==> config.mk <==
export PLATFORM = sky130hd
export DESIGN_NAME = db_load_responder
export DESIGN_NICKNAME = d
export VERILOG_FILES = /design/src/rtl/db_load_responder.sv
export SDC_FILE = /design/constraint.sdc
export NUM_CORES = 2
export LEC_CHECK = 0
export BUFFER_PORTS_ARGS = -buffer_cell sky130_fd_sc_hd__clkbuf_2
export CAP_MARGIN = 30
export CORE_AREA = 5 5 432 434
export CTS_CLUSTER_SIZE = 10
export DETAILED_ROUTE_END_ITERATION = 6
export DIE_AREA = 0 0 437 439
export GPL_TIMING_DRIVEN = 0
export PLACE_DENSITY = 0.5
export SLEW_MARGIN = 20
export SYNTH_ARGS = -nofsm -noshare
export SYNTH_HDL_FRONTEND = slang
export SYNTH_SLANG_ARGS = --single-unit
==> constraint.sdc <==
create_clock -name clk -period 6.25 [get_ports clk]
set_clock_uncertainty 0.2 [all_clocks]
set_input_delay 0 -clock clk [delete_from_list [all_inputs] [get_ports clk]]
set_output_delay 0 -clock clk [all_outputs]
set_load 0.03 [all_outputs]
==> src/rtl/db_load_responder.sv <==
// rtl/db_load_responder.sv - database block load responder with one-entry block cache
//
// Serves block loads from the seed-expansion FSM. A load request carries a
// bit-address; the 512-bit block holding it is returned on db_data with a
// one-cycle data_valid, either from the one-entry cache or from memory.
//
// Ports:
//   clk, rst                 clock (rising edge), asynchronous active-low reset
//   load, address            request level and bit-address (sampled in IDLE)
//   load_done                one-cycle acknowledge of an accepted request
//   data_valid, db_data      one-cycle data strobe and returned block
//   addr_err                 sticky out-of-range flag
//   mem_rd_en/addr/ready     memory read request handshake
//   mem_rd_valid/data        memory read data return
//   hit_count                saturating cache-hit counter
module db_load_responder #(
  parameter int          MEM_AW    = 23,
  parameter int unsigned DB_BLOCKS = 131072
) (
  input  logic              clk,
  input  logic              rst,
  input  logic              load,
  input  logic [31:0]       address,
  output logic              load_done,
  output logic              data_valid,
  output logic [511:0]      db_data,
  output logic              addr_err,
  output logic              mem_rd_en,
  output logic [MEM_AW-1:0] mem_rd_addr,
  input  logic              mem_rd_ready,
  input  logic              mem_rd_valid,
  input  logic [511:0]      mem_rd_data,
  output logic [15:0]       hit_count
);

  localparam logic [31:0] DB_LIMIT = 32'(DB_BLOCKS);

  typedef enum logic [2:0] {
    S_IDLE,
    S_ACK,
    S_MEMREQ,
    S_MEMWAIT,
    S_DELIVER
  } state_t;

  state_t              state_q;
  logic [22:0]         idx_q;
  logic [22:0]         tag_q;
  logic                cache_vld_q;
  logic [511:0]        cache_q;
  logic                route_err_q;
  logic                route_hit_q;
  logic                load_done_q;
  logic                data_valid_q;
  logic [511:0]        db_data_q;
  logic                addr_err_q;
  logic                mem_rd_en_q;
  logic [MEM_AW-1:0]   mem_rd_addr_q;
  logic [15:0]         hit_count_q;

  // Request decode, evaluated on the incoming address while IDLE.
  logic [22:0] req_idx_d;
  logic        req_oor_d;
  logic        req_hit_d;
  logic        unused_addr_bits;

  assign req_idx_d        = address[31:9];
  assign req_oor_d        = ({9'd0, req_idx_d} >= DB_LIMIT);
  assign req_hit_d        = cache_vld_q && (tag_q == req_idx_d);
  assign unused_addr_bits = ^address[8:0];

  always_ff @(posedge clk or negedge rst) begin
    if (!rst) begin
      state_q       <= S_IDLE;
      idx_q         <= '0;
      tag_q         <= '0;
      cache_vld_q   <= 1'b0;
      cache_q       <= '0;
      route_err_q   <= 1'b0;
      route_hit_q   <= 1'b0;
      load_done_q   <= 1'b0;
      data_valid_q  <= 1'b0;
      db_data_q     <= '0;
      addr_err_q    <= 1'b0;
      mem_rd_en_q   <= 1'b0;
      mem_rd_addr_q <= '0;
      hit_count_q   <= '0;
    end else begin
      load_done_q  <= 1'b0;
      data_valid_q <= 1'b0;

      case (state_q)
        S_IDLE: begin
          if (load) begin
            idx_q       <= req_idx_d;
            load_done_q <= 1'b1;
            // The route is decided now; ACK only spends the load_done cycle
            // so data_valid can never coincide with load_done.
            route_err_q <= req_oor_d;
            route_hit_q <= !req_oor_d && req_hit_d;
            if (req_oor_d) begin
              addr_err_q <= 1'b1;
            end else if (req_hit_d && (hit_count_q != 16'hFFFF)) begin
              hit_count_q <= hit_count_q + 16'd1;
            end
            state_q <= S_ACK;
          end
        end

        S_ACK: begin
          if (route_err_q) begin
            db_data_q    <= '0;
            data_valid_q <= 1'b1;
            state_q      <= S_DELIVER;
          end else if (route_hit_q) begin
            db_data_q    <= cache_q;
            data_valid_q <= 1'b1;
            state_q      <= S_DELIVER;
          end else begin
            mem_rd_en_q   <= 1'b1;
            mem_rd_addr_q <= idx_q[MEM_AW-1:0];
            state_q       <= S_MEMREQ;
          end
        end

        S_MEMREQ: begin
          if (mem_rd_ready) begin
            mem_rd_en_q <= 1'b0;
            // Zero-latency memory returns data on the handshake cycle itself.
            if (mem_rd_valid) begin
              db_data_q    <= mem_rd_data;
              cache_q      <= mem_rd_data;
              tag_q        <= idx_q;
              cache_vld_q  <= 1'b1;
              data_valid_q <= 1'b1;
              state_q      <= S_DELIVER;
            end else begin
              state_q <= S_MEMWAIT;
            end
          end
        end

        S_MEMWAIT: begin
          if (mem_rd_valid) begin
            db_data_q    <= mem_rd_data;
            cache_q      <= mem_rd_data;
            tag_q        <= idx_q;
            cache_vld_q  <= 1'b1;
            data_valid_q <= 1'b1;
            state_q      <= S_DELIVER;
          end
        end

        S_DELIVER: begin
          state_q <= S_IDLE;
        end

        default: begin
          state_q <= S_IDLE;
        end
      endcase
    end
  end

  assign load_done   = load_done_q;
  assign data_valid  = data_valid_q;
  assign db_data     = db_data_q;
  assign addr_err    = addr_err_q;
  assign mem_rd_en   = mem_rd_en_q;
  assign mem_rd_addr = mem_rd_addr_q;
  assign hit_count   = hit_count_q;

endmodule

==> results.toml <==
[global_routing]
grtUsageTotal_pct = 21.5
maximum_number_of_pins_on_one_net_before_global_route_repair = 88
first_pass_grt_wire_length_um = 310000
initial_antenna_violation_count = 71
grt-ovfl-total = 0
grt_pass1_vias = 45847

[routing]
first_iter_violations = 2349
detailedRoute.firstPassIterationCount = 5
route.final.wire_length_um = 211000
drc_errors = 0
vias_cell = 4.76
route.vias.total = 43068
final_antenna_net_count = 0
route.detailed.wl_per_inst_um = 23.4

[timing]
finalCritPeriodShare_pct = 65.8
report.final.setup_viol = 0
fmaxAchievable_mhz = 243
final_period_minus_worst_setup_slack_ns = 4.11
totalNegativeSetupSlack_ns = 0
timing.final.max_slew_violations = 0
worst_slew_pin_slew_ns = 0.972
slew_headroom_pct = 34.3
hold_viol_final = 0
rsz0062_at_grt = "no"

[synth]
synth.yosys.seq_area_share_pct = 58.6
yosys_register_bits = 1119
synth_fp_nets = 4766
synthesis.area_per_instance_um2 = 11.3
synth_top_cell_by_area = "sky130_fd_sc_hd__dfrtp_1"
yosysUniqueCellTypes = 38
post_synth_inst_count = 4216
synth.area.top_cells = "sky130_fd_sc_hd__dfrtp_1 59%, sky130_fd_sc_hd__mux2_2 14%, sky130_fd_sc_hd__a21oi_1 11%"
yosys.area.top_type_share_pct = 58.6
synthesis.area_um2 = 47800
yosys_most_used_dff = "sky130_fd_sc_hd__dfrtp_1"
yosys_warnings = 0
synth_enable_flop_cells = 0
asr_flop_ratio_synth_pct = 100

[critical_path]
cpPeakStageDelay_ns = 0.53
critPathCaptureType = "flip-flop"
setup.worst_path.start_class = "flip-flop"
cp_cell_sequence = "nor2b_1 -> buf_2 -> o211ai_2 -> o31ai_1 -> buf_2 -> buf_2 -> buf_2 -> buf_2 -> a21oi_1"
worst_ep_arrival_time_ns = 4.57
timing.critical_path.required_ns = 6.71
critical-path-top-cell-by-count = "sky130_fd_sc_hd__buf_2"
timing_worst_setup_path_type = "reg -> reg"
crit_path_top_delay_cell = "sky130_fd_sc_hd__buf_2"
critical_path_buf_inv_count = 5
crit_fanout = 10
critical-path-top-delay-family = "buffers and inverters"

[layout]
num-fill-cells = 18167
final_layout_size_suffix_gt1_share_pct = 30.9
multiInputGateArea_um2 = 18300
area.sequential_um2 = 28000
most-common-layout-cells = "1119 x sky130_fd_sc_hd__dfrtp_1, 1097 x sky130_fd_sc_hd__clkbuf_2, 1079 x sky130_fd_sc_hd__dlygate4sd3_1"
fin_nets = 7107
finalCoreUtilization_pct = 39.5
most_common_cell_after_layout_fill_and_taps_aside = "sky130_fd_sc_hd__dfrtp_1"
synthToLayoutAreaGrowth_pct = 50.5

[outcome]
outcome = "completed"

[cts]
worstSkewPairLatency_ns = 0.80
cts.reportedPaths.clkPinSlew_ns = 0.06
post_cts_buffers = 0
cts_buffer_depth = 3
tritoncts = "yes"
cts.hold.buffers_added = 1080
htreeDepth = 4
root_buffer = "sky130_fd_sc_hd__clkbuf_16"
cts_buffers = 139
post_cts.resized_instances = 0
total_clock_sinks = 1119

[die]
rows = 157
chipWidth_um = 437
die-height_um = 439
die-area_um2 = 192000
io_pins = 1104
core_footprint_um2 = 182000
effective_utilization_at_floorplan_pct = 26.2

[placed_design]
routabilityCongestion = 0.880
placed_wire_length_estimate_after_detailed_placement_um = 159000
io_buffers = 1094

[run]
drv_cap = 0

[power]
leakagePower_nw = 32.6
power_density_nw_per_um2 = 434
ir_worst_vdd_uv = 250

[hold_path]
hp-class = "in -> reg"
==> worst register-to-register path: stages, from the launching register on <==
cell	delay, ns
sky130_fd_sc_hd__dfrtp_1	0.45
sky130_fd_sc_hd__nor2b_1	0.12
sky130_fd_sc_hd__buf_2	0.43
sky130_fd_sc_hd__o211ai_2	0.52
sky130_fd_sc_hd__o31ai_1	0.20
sky130_fd_sc_hd__buf_2	0.42
sky130_fd_sc_hd__buf_2	0.54
sky130_fd_sc_hd__buf_2	0.53
sky130_fd_sc_hd__buf_2	0.43
sky130_fd_sc_hd__a21oi_1	0.13
==> synth_stat cells, types with 2 or more instances <==
master	instances
sky130_fd_sc_hd__nand2b_1	2
sky130_fd_sc_hd__nor3_2	6
sky130_fd_sc_hd__nor4_1	7
sky130_fd_sc_hd__dfrtp_1	1119
sky130_fd_sc_hd__a31oi_1	2
sky130_fd_sc_hd__a21oi_1	1026
sky130_fd_sc_hd__mux2_2	582
sky130_fd_sc_hd__xnor2_1	12
sky130_fd_sc_hd__nor4_2	2
sky130_fd_sc_hd__nor3_1	2
sky130_fd_sc_hd__nand2_1	8
sky130_fd_sc_hd__nor3b_1	512
sky130_fd_sc_hd__nand4_1	7
sky130_fd_sc_hd__xor2_1	26
sky130_fd_sc_hd__nand3_1	4
sky130_fd_sc_hd__or4_1	2
sky130_fd_sc_hd__and3_1	2
sky130_fd_sc_hd__nor2_1	522
sky130_fd_sc_hd__o31ai_1	2
sky130_fd_sc_hd__buf_2	150
sky130_fd_sc_hd__buf_1	19
sky130_fd_sc_hd__clkbuf_1	182
sky130_fd_sc_hd__inv_1	5
==> flip-flops by register name, summed over array words and instances (netlist names), 3 cells and up <==
name,cells
cache_q,512
db_data,512
idx_q,23
mem_rd_addr,23
tag_q,23
hit_count,16
state_q,3
==> metal layers <==
layer	GRT usage, %	routed length [µm]	vias to the layer above
met2	36.3	103000	1319
met1	25.3	83500	21726
met5	0	203	-
met3	5.48	13200	439
met4	10.8	11800	32
li1	-	-	19552
==> area by class of cell <==
class / count / share of cell area [%]
clock inverters: 27 / 0.666
plain buffers: 352 / 2.12
multi-input cells: 2740 / 25.4
well taps: 2385 / 4.15
clock buffers: 182 / 5.20
flip-flops and latches: 1119 / 38.9
inverters: 5 / 0.0261
diodes: 40 / 0.139
repair buffers: 2200 / 23.4
==> metrics by stage <==
| stage | cell area (µm²) | std cells | hold slack [ns] | worst slack, ns | total power [mW] |
|---|---|---|---|---|---|
| 6_report | 71900 | 9050 | 0.107 | 2.14 | 31.2 |
| 5_1_grt | 71900 | 9033 | 0.0516 | 1.74 | 32.8 |
| 4_1_cts | 71800 | 9009 | 0.00225 | 1.73 | 31.6 |
| 3_5_place_dp | 56800 | 7720 | -0.123 | 1.74 | 23.0 |
| 3_3_place_gp | 56300 | 7695 | 0.0413 | -24.36 | 22.9 |
| 2_1_floorplan | 47800 | 4216 | -0.496 | 3.97 | 18.3 |
==> final timing paths <==
path,endpoint,from,cells after the start,slack [ns]
hold reg to reg,addr_err,addr_err,1,0.27
setup reg to reg,db_data[147],state_q[2],9,2.14
min in group asynchronous,db_data[213],rst,4,0.19
hold / removal,db_data[350],mem_rd_data[350],4,0.11
setup / recovery,db_data[147],state_q[2],9,2.14
max in group asynchronous,db_data[432],rst,9,3.07
==> cells by family after synthesis <==
group	count (synthesis)	synth area share [%]
AOI/OAI and AO/OA	1035	10.9
xor gates and xnor gates	38	0.696
adders and majority gates	1	0.0262
buffers and inverters	357	3.21
DFF	1119	58.6
muxes	583	13.7
and+or+nand+nor	1083	12.9
==> report_power, final <==
part | internal [mW] | leakage [nW] | switching [mW]
Sequential | 10.0 | 14.3 | 1.55
Combinational | 3.84 | 16.2 | 8.04
Clock | 4.42 | 2.04 | 3.35
No activity file was read; power rests on OpenSTA's default activity.
